<file path="config.mk">
export PLATFORM = sky130hd
export DESIGN_NAME = frenzy_mem_arbiter
export DESIGN_NICKNAME = d
export VERILOG_FILES = /design/src/rtl/frenzy_mem_pkg.sv /design/src/rtl/frenzy_dl_fifo.sv /design/src/rtl/frenzy_mem_arbiter.sv
export SDC_FILE = /design/constraint.sdc
export NUM_CORES = 1
export LEC_CHECK = 0
export ABC_AREA = 1
export CORE_ASPECT_RATIO = 1.25
export CORE_MARGIN = 3
export CORE_UTILIZATION = 25
export DETAILED_ROUTE_END_ITERATION = 10
export GPL_TIMING_DRIVEN = 1
export SYNTH_ARGS = -nofsm -noshare
export SYNTH_HDL_FRONTEND = slang
export SYNTH_SLANG_ARGS = --single-unit
</file>
<file path="constraint.sdc">
create_clock -name clk_sys -period 2.6 [get_ports clk_sys]
set_input_delay 0.52 -clock clk_sys [delete_from_list [all_inputs] [get_ports clk_sys]]
set_output_delay 0.52 -clock clk_sys [all_outputs]
set_load 0.02 [all_outputs]
</file>
<file path="src/rtl/frenzy_mem_pkg.sv">
// Shared types for the Frenzy memory arbiter slice.
//   state_t     boot/load/drain/hold/run sequencing of the core
//   rd_state_t  progress of the single outstanding CPU read
//   wr_entry_t  one buffered download write (address + byte)
package frenzy_mem_pkg;

  // Width of every address in the slice.
  // wr_entry_t is sized from this value.
  localparam int ADDR_W_DEFAULT = 16;

  typedef enum logic [2:0] {
    BOOT,
    LOAD,
    DRAIN,
    HOLD,
    RUN
  } state_t;

  typedef enum logic [1:0] {
    RD_IDLE,
    RD_REQ,
    RD_CAP
  } rd_state_t;

  typedef struct packed {
    logic [ADDR_W_DEFAULT-1:0] addr;
    logic [7:0]                data;
  } wr_entry_t;

endpackage

</file>
<file path="src/rtl/frenzy_dl_fifo.sv">
// Download write buffer: a small synchronous FIFO of wr_entry_t.
// Ports:
//   clk_sys     system clock
//   reset       asynchronous, active-high; empties the FIFO
//   push        write push_entry (ignored when full unless popping the same edge)
//   push_entry  entry to store
//   pop         discard head (ignored when empty)
//   head        oldest entry, valid while !empty
//   full/empty  occupancy flags
//   count       number of stored entries
module frenzy_dl_fifo
  import frenzy_mem_pkg::*;
#(
  parameter int DEPTH = 4
) (
  input  logic                     clk_sys,
  input  logic                     reset,
  input  logic                     push,
  input  wr_entry_t                push_entry,
  input  logic                     pop,
  output wr_entry_t                head,
  output logic                     full,
  output logic                     empty,
  output logic [$clog2(DEPTH):0]   count
);

  localparam int PTR_W = $clog2(DEPTH);
  localparam int CNT_W = PTR_W + 1;

  wr_entry_t         storage [DEPTH];
  logic [PTR_W-1:0]  rd_ptr;
  logic [PTR_W-1:0]  wr_ptr;
  logic              do_push;
  logic              do_pop;

  assign full    = (count == CNT_W'(DEPTH));
  assign empty   = (count == '0);
  assign do_pop  = pop && !empty;
  // A full FIFO still takes a push when the head leaves on the same edge.
  assign do_push = push && (!full || do_pop);
  assign head    = storage[rd_ptr];

  // Pointers wrap naturally because DEPTH is a power of two.
  always_ff @(posedge clk_sys or posedge reset) begin
    if (reset) begin
      rd_ptr <= '0;
      wr_ptr <= '0;
      count  <= '0;
    end else begin
      if (do_push) wr_ptr <= wr_ptr + 1'b1;
      if (do_pop)  rd_ptr <= rd_ptr + 1'b1;
      case ({do_push, do_pop})
        2'b10:   count <= count + 1'b1;
        2'b01:   count <= count - 1'b1;
        default: count <= count;
      endcase
    end
  end

  // The storage array needs no reset.
  // Emptying the pointers and count discards its contents.
  always_ff @(posedge clk_sys) begin
    if (do_push) storage[wr_ptr] <= push_entry;
  end

endmodule

</file>
<file path="src/rtl/frenzy_mem_arbiter.sv">
// Shares one 8-bit memory port between the HPS ROM download stream and
// CPU reads, and sequences core reset through BOOT/LOAD/DRAIN/HOLD/RUN.
// Ports:
//   clk_sys, reset                      clock, async active-high reset
//   dl_active/dl_wr/dl_addr/dl_data     hps_io download stream
//   cpu_rd_req/cpu_addr                 read request, taken while cpu_rd_ready
//   cpu_rd_ready/cpu_rd_valid/cpu_rd_data  read handshake and result
//   mem_addr/mem_wdata/mem_we/mem_re    shared port request (held until mem_ready)
//   mem_ready/mem_rdata                 port completion and read data (cycle after)
//   core_reset/dl_done                  core reset, high except in RUN / high in RUN
//   dl_checksum/dl_overflow             mod-256 sum of accepted bytes, sticky drop flag
module frenzy_mem_arbiter
  import frenzy_mem_pkg::*;
#(
  parameter int          ADDR_W      = ADDR_W_DEFAULT,
  parameter int unsigned MEM_SIZE    = 32'hC000,
  parameter int          FIFO_DEPTH  = 4,
  parameter int          HOLD_CYCLES = 64
) (
  input  logic              clk_sys,
  input  logic              reset,
  input  logic              dl_active,
  input  logic              dl_wr,
  input  logic [ADDR_W-1:0] dl_addr,
  input  logic [7:0]        dl_data,
  input  logic              cpu_rd_req,
  input  logic [ADDR_W-1:0] cpu_addr,
  output logic              cpu_rd_ready,
  output logic              cpu_rd_valid,
  output logic [7:0]        cpu_rd_data,
  output logic [ADDR_W-1:0] mem_addr,
  output logic [7:0]        mem_wdata,
  output logic              mem_we,
  output logic              mem_re,
  input  logic              mem_ready,
  input  logic [7:0]        mem_rdata,
  output logic              core_reset,
  output logic              dl_done,
  output logic [7:0]        dl_checksum,
  output logic              dl_overflow
);

  localparam int CNT_W  = $clog2(FIFO_DEPTH) + 1;
  localparam int HOLD_W = $clog2(HOLD_CYCLES) + 1;

  state_t             state;
  state_t             next_state;
  rd_state_t          rd_state;
  rd_state_t          rd_next;
  logic               rd_issued;
  logic [ADDR_W-1:0]  rd_addr;
  logic [HOLD_W-1:0]  hold_cnt;

  logic               entering_load;
  logic               entering_hold;
  logic               in_range;
  logic               push_want;
  logic               push_ok;
  logic               push_drop;

  wr_entry_t          push_entry;
  wr_entry_t          fifo_head;
  logic               fifo_pop;
  logic               fifo_full;
  logic               fifo_empty;
  logic [CNT_W-1:0]   fifo_count;

  // ---------------------------------------------------------------
  // Download write buffer
  // ---------------------------------------------------------------
  assign push_entry.addr = dl_addr;
  assign push_entry.data = dl_data;

  frenzy_dl_fifo #(
    .DEPTH(FIFO_DEPTH)
  ) u_fifo (
    .clk_sys    (clk_sys),
    .reset      (reset),
    .push       (push_ok),
    .push_entry (push_entry),
    .pop        (fifo_pop),
    .head       (fifo_head),
    .full       (fifo_full),
    .empty      (fifo_empty),
    .count      (fifo_count)
  );

  // Out-of-range writes vanish entirely.
  // They neither buffer, sum, nor count as overflow.
  assign in_range  = (32'(dl_addr) < MEM_SIZE);
  assign push_want = (state == LOAD) && dl_wr && in_range;
  assign push_ok   = push_want && (!fifo_full || fifo_pop);
  assign push_drop = push_want && !push_ok;

  // ---------------------------------------------------------------
  // Port arbitration
  // ---------------------------------------------------------------
  // Buffered writes win over a waiting read.
  // Once mem_re has been presented without completing (rd_issued), the read keeps the port.
  // That holds even if new writes arrive, since requests are never preempted.
  assign mem_re   = (rd_state == RD_REQ) && (rd_issued || fifo_empty);
  assign mem_we   = !fifo_empty && !rd_issued;
  assign fifo_pop = mem_we && mem_ready;

  always_comb begin
    mem_addr  = '0;
    mem_wdata = '0;
    if (mem_we) begin
      mem_addr  = fifo_head.addr;
      mem_wdata = fifo_head.data;
    end else if (mem_re) begin
      mem_addr  = rd_addr;
    end
  end

  // ---------------------------------------------------------------
  // Core sequencing FSM
  // ---------------------------------------------------------------
  always_ff @(posedge clk_sys or posedge reset) begin
    if (reset) state <= BOOT;
    else       state <= next_state;
  end

  always_comb begin
    next_state = state;
    case (state)
      BOOT:    if (dl_active) next_state = LOAD;
      LOAD:    if (!dl_active) next_state = DRAIN;
      // The FIFO only holds entries while a write is still owed to memory.
      // So an empty FIFO also means no write is in flight.
      DRAIN:   if (fifo_count == '0) next_state = HOLD;
      HOLD:    if (hold_cnt == HOLD_W'(HOLD_CYCLES - 1)) next_state = RUN;
      RUN:     if (dl_active) next_state = LOAD;
      default: next_state = BOOT;
    endcase
  end

  assign entering_load = (state != LOAD) && (next_state == LOAD);
  assign entering_hold = (state != HOLD) && (next_state == HOLD);
  assign core_reset    = (state != RUN);
  assign dl_done       = (state == RUN);

  always_ff @(posedge clk_sys or posedge reset) begin
    if (reset)              hold_cnt <= '0;
    else if (entering_hold) hold_cnt <= '0;
    else if (state == HOLD) hold_cnt <= hold_cnt + 1'b1;
  end

  // Checksum and overflow describe one download.
  // They restart whenever a new LOAD begins.
  always_ff @(posedge clk_sys or posedge reset) begin
    if (reset) begin
      dl_checksum <= '0;
      dl_overflow <= 1'b0;
    end else if (entering_load) begin
      dl_checksum <= '0;
      dl_overflow <= 1'b0;
    end else begin
      if (push_ok)   dl_checksum <= dl_checksum + dl_data;
      if (push_drop) dl_overflow <= 1'b1;
    end
  end

  // ---------------------------------------------------------------
  // CPU read holding register
  // ---------------------------------------------------------------
  always_comb begin
    rd_next = rd_state;
    case (rd_state)
      RD_IDLE: if (cpu_rd_req) rd_next = RD_REQ;
      RD_REQ:  if (mem_re && mem_ready) rd_next = RD_CAP;
      RD_CAP:  rd_next = RD_IDLE;
      default: rd_next = RD_IDLE;
    endcase
  end

  assign cpu_rd_ready = (rd_state == RD_IDLE);

  // RD_CAP is the cycle in which memory returns the byte.
  // The byte is captured on the following edge, together with the valid pulse.
  always_ff @(posedge clk_sys or posedge reset) begin
    if (reset) begin
      rd_state     <= RD_IDLE;
      rd_issued    <= 1'b0;
      rd_addr      <= '0;
      cpu_rd_valid <= 1'b0;
      cpu_rd_data  <= '0;
    end else begin
      rd_state     <= rd_next;
      rd_issued    <= mem_re && !mem_ready;
      cpu_rd_valid <= (rd_state == RD_CAP);
      if ((rd_state == RD_IDLE) && cpu_rd_req) rd_addr <= cpu_addr;
      if (rd_state == RD_CAP) cpu_rd_data <= mem_rdata;
    end
  end

endmodule

</file>
* After elaboration in Yosys (flattened, before gate mapping)
Memories as Yosys holds them, arrays and structs flattened. Index checks and enable logic that the tools add are counted.
Word-level totals: ROM bits 0, memories kept 1, bits in writable memories 96, output and inout port bits 47, bits in latches 0, register bits 54
Cells by class: $mul 0, bitwise gates (word level) 0, multiplexer cells 20, $add $sub $neg 6, reduce and logical (&&, ||, !) cells 31, $lt $le $gt $ge 1, equal/unequal tests 17, shifts and indexed selects 0, divide/modulo/power cells 0
Memories:
- u_fifo.storage | words 4, width 24, rd ports 1, clocked after memory_dff 0, wr ports 1, line frenzy_dl_fifo.sv:30 | wr_entry_t storage [DEPTH];
Operators with widths (number):
- $mux W16 | 2
- $mux W8 | 3
- $lt A16 B16 Y1 const B | 1
- $logic_and A1 B1 Y1 | 14
- $mux W7 | 2
- $mux W3 | 4
- $pmux W3 S4 | 1
- $eq A3 B2 Y1 const B | 3
- $add A8 B8 Y8 | 1
- $reduce_bool A2 Y1 | 4
- $add A7 B1 Y7 const B | 1
- $eq A7 B6 Y1 const B | 1
- $eq A3 B1 Y1 const B | 2
- $eq A3 B3 Y1 const B | 2
- $logic_not A3 Y1 | 2
- $pmux W3 S2 | 1
- $logic_not A1 Y1 | 5
- $add A2 B1 Y2 const B | 2
- $eq A2 B1 Y1 const B | 2
- $eq A2 B2 Y1 const B | 2
- $mux W1 | 4
- $mux W2 | 2
- $pmux W2 S2 | 1
- $add A3 B1 Y3 const B | 1
- other kinds (10) | 12

* Logic depth before layout (Yosys ltp)
depth after elaboration 10, gate-level depth with buffers 11, mapped depth without buffers 10

* Cells and area by module
From an unflattened synthesis, not the netlist that was laid out.
Unflattened totals: cells, all modules 567, area total of the unflattened synthesis 6521.3 sq um
By module, submodules not included:
- frenzy_dl_fifo | cells each 288, area an instance 4010.1 sq um, sequential area each 3057.9 sq um, instances 1
- frenzy_mem_arbiter | cells each 279, area an instance 2511.2 sq um, sequential area each 1176.1 sq um, instances 1

* Least setup slack after synthesis
Ideal clock, no wire load.
kind input to register, start in mem_ready, end mem u_fifo.storage[0][0] (netlist bit), enable pin, path slack 101 ps, arrival time 2094 ps, data required time 2195 ps, cell stages on the path 5, library setup time 405 ps, path buffers 1, cells stage by stage inv_2 -> o21ai_1 -> o21ai_4 -> buf_6 -> nor2_1
On the way: cells in the longest elaborated chain, start to end 6, elaborated cells on any way between the ends 8
RTL lines:
- start, declared | line frenzy_mem_arbiter.sv:35 | input logic mem_ready,
- $logic_and A1 B1 Y1 * | line frenzy_mem_arbiter.sv:103 | assign fifo_pop = mem_we && mem_ready;
- $logic_or A1 B1 Y1 or $logic_and A1 B1 Y1 (tied branches) | line frenzy_mem_arbiter.sv:92, frenzy_dl_fifo.sv:38
- $logic_and A1 B1 Y1 or $logic_or A1 B1 Y1 (tied branches) | line frenzy_mem_arbiter.sv:92, frenzy_dl_fifo.sv:40
- $logic_and A1 B1 Y1 * | line frenzy_dl_fifo.sv:40 | assign do_push = push && (!full || do_pop);
- $mux W1 * | line frenzy_dl_fifo.sv:63 | if (do_push) storage[wr_ptr] <= push_entry;
- $mux W1 (not written as such) * | line frenzy_dl_fifo.sv:63
- end, declared | line frenzy_dl_fifo.sv:30
Mark *: on every way between the ends. The rest lies on a longest branch, timed or not.

* Worst setup path after layout
start reg u_fifo.count[0], end out mem_addr[1]
On the way: cells in the longest elaborated chain, start to end 5, elaborated cells on any way between the ends 7
RTL lines:
- start, declared | line frenzy_dl_fifo.sv:24 | output logic [$clog2(DEPTH):0] count
- start signal, assigned | line frenzy_dl_fifo.sv:53 | 2'b10: count <= count + 1'b1;
- start signal, assigned | line frenzy_dl_fifo.sv:54 | 2'b01: count <= count - 1'b1;
- start signal, assigned | line frenzy_dl_fifo.sv:55 | default: count <= count;
- $logic_not A3 Y1 * | line frenzy_dl_fifo.sv:37 | assign empty = (count == '0);
- $logic_or A1 B1 Y1 | line frenzy_mem_arbiter.sv:101 | assign mem_re = (rd_state == RD_REQ) && (rd_issued || fifo_empty);
- $logic_and A1 B1 Y1 | line frenzy_mem_arbiter.sv:101
- $mux W16 | line frenzy_mem_arbiter.sv:111 | end else if (mem_re) begin
- $mux W16 * | line frenzy_mem_arbiter.sv:108 | if (mem_we) begin
- end, declared | line frenzy_mem_arbiter.sv:31 | output logic [ADDR_W-1:0] mem_addr,
Marked as above.

==> impl_metrics.toml <==
[cts]
htreeDepth = 4
cts_root_buf = "clkbuf_16"
clk_pin_slew_worst_paths_ps = 60
hold_buffers = 0
cts.sink_count = 150
cts_tree = "built"
cts_buffer_depth = 2
clk_latency_ps = 420
cts_buffers = 17

[die]
initial_core_util_pct = 25.4
core-area_mm2 = 0.0261
fp.dieH_um = 188
io_pins = 101
rows = 66
die-width_um = 152
die_area_mm2 = 0.0285

[hold_path]
hp-class = "in2async"

[synthesis]
yosys_warnings = 0
yosysUniqueCellTypes = 34
netlist_instances = 609
synthTopCellsByCount = "nand2_1, edfxtp_1, nand3_1"
synth.avg_cell_area_um2 = 10.9
yosysSeqAreaShare_pct = 63.9
synth_top_area_cell = "edfxtp_1"
synth.most_common_cell = "nand2_1"
synth_flop_cell = "edfxtp_1"
synth_fp_nets = 678
ys_seq_elements = 150
synth_edf_count = 96
synth_top_area_share_pct = 43.5
synth_area_leaders = "edfxtp_1, dfrtp_1, nand2_1"
async_reset_ff_share_pct = 36.0
post_synth_instance_area_mm2 = 0.00663

[critical_path]
cp-endpoint = "mem_addr[1]"
critPathLaunchType = "flip-flop"
cpMaxStageDelayCell = "dfrtp_1"
r2r-start = "u_fifo.count[0]"
cp_data_arrival_time_ps = 1970
slowest_delay_ps = 430
crit_type = "reg2out"
crit_required_ps = 2080
critPathLaunch = "u_fifo.count[0]"
path_max_fanout = 17
crit_path_end_kind = "primary output"
rrSetupSlack_ps = 590
worstRegToRegCells = 11
path_cells = "nor2_4 -> nand2_2 -> nand2_4 -> buf_8 -> inv_8 -> nand3_1 -> o21ai_0 -> clkdlybuf4s15_1"
rr_endpoint = "u_fifo.count[2]"

[timing]
period_share_pct = 95.6
worst_slew_pin_slew_ps = 534
rsz0062_at_grt = "true"
fin_ws_ps = 113
final.setup.tns_ps = 0
fin_skew_ps = 8.88
finalSetupViolCount = 0
fin_crit_ps = 2490
whs_ps = 342
hold_violations = 0
clock.fmax_mhz = 402
drv_slew = 0
slew_headroom_pct = 64.3

[power_and_ir_drop]
power.density_mw_per_mm2 = 1140
leakage_nw = 3.61
ir_drop_mv = 0.378
power_mw = 9.93

[detailed_routing]
routed_wl_um = 15800
post_drt_wl_per_cell_um = 14.6
postRouteAntennaNets = 0
dr.pass1.iters = 4
drt-vias-per-instance = 4.21
vias = 4550
drcViolationCount = 0
initialDrtViolationCount = 235

[global_route]
grt_overflow = 0
grt_pass1_wl_um = 25000
grtUsageTotal_pct = 11.5
antenna_found_initial = 0
grt_max_degree = 29
grt_pass1_vias = 4585

[place]
dp_hpwl_um = 10900
placed_area_mm2 = 0.00813
place_congestion = 0.787
io_buffers = 100
dp_slack_ps = 48.9

[final_layout]
final_area_mm2 = 0.00869
num_antenna_cells = 0
nNetsFinal = 797
fillers = 2654
final-seq-area_mm2 = 0.00424
drive_above_1_share_pct = 13.2
multi_input_area_mm2 = 0.00206
areaGrowthSynthToFinish_pct = 31.1

[job]
cap_violations = 0

[status]
status = "completed"
-- flip-flops by register name (all words and copies together) (netlist names), 2 cells and up --
register,count
cpu_rd_data,8
dl_checksum,8
hold_cnt,7
rd_addr,16
rd_state,2
state,3
u_fifo.count,3
u_fifo.rd_ptr,2
u_fifo.storage,96
u_fifo.wr_ptr,2
-- per-layer routing --
layer | track usage, % | share of wire [%]
met5 | 0 | 0
met4 | 4.11 | 1.7
met3 | 2.61 | 4.1
met2 | 19.9 | 52
met1 | 14.0 | 42
-- critical path: cells and delay by family (launching register included) --
kind,cells,cell delay [ps]
flops,1,430
simple gates,4,420
compound gates,1,100
buf+inv,3,600
-- metrics by stage --
step                      cells  utilization, %
after floorplan             609               -
after global placement     1049            31.2
after detailed placement   1049            31.2
after CTS                  1080            33.2
after global routing       1080            33.3
final                      1080            33.3
-- where the power goes --
group	total, mW	switching, mW	leakage [nW]	internal (mW)
Clock	2.35	0.921	0.271	1.42
Sequential	3.27	0.270	1.53	3.00
Combinational	4.32	2.65	1.81	1.67
Total	9.93	3.84	3.61	6.09
-- logic make-up after synthesis --
family | count (synthesis) | synth area share [%]
adders and majority gates | 15 | 3.06
buffers and inverters | 69 | 5.17
xor gates and xnor gates | 10 | 1.32
muxes | 10 | 1.81
and+or+nand+nor | 299 | 20.3
AOI/OAI and AO/OA | 56 | 4.46
DFF | 150 | 63.9
-- how the worst min path moves through the flow --
stage / from / end / depth (start not counted)
floorplan: hold_cnt[6] / hold_cnt[6] / 2
CTS: reset / cpu_rd_data[3] / 2
detailed placement: cpu_rd_data[7] / cpu_rd_data[7] / 2
finish: reset / cpu_rd_data[3] / 2
global placement: cpu_rd_data[7] / cpu_rd_data[7] / 2
global route: reset / cpu_rd_data[3] / 2
-- area by class of cell --
cell class / count / area share [%]
clock buffer: 21 / 5.19
tap: 340 / 4.90
sequential: 150 / 48.8
inverter: 47 / 2.17
clock inverter: 10 / 1.24
multi-input combinational: 390 / 23.8
timing repair buffer: 122 / 14.0
-- repair_timing --
item / 4_1_cts / 5_1_grt
endpoints found under the setup margin: 25 / 15
setup buffers: 0 / 0
gates resized for setup: 30 / 9
-- cell usage in the layout (no fill, tap or decap), types with 20 or more instances in the layout --
cell type        Yosys  layout
nor2_1              53      49
nand2_1            154     154
edfxtp_1            96      96
inv_1               41      40
nand3_1             67      67
o21ai_0             30      30
a21oi_1             21      20
dfrtp_1             54      53
clkdlybuf4s50_1      0      74
dlygate4sd2_1        0      20
(Power assumes the default switching activity.)
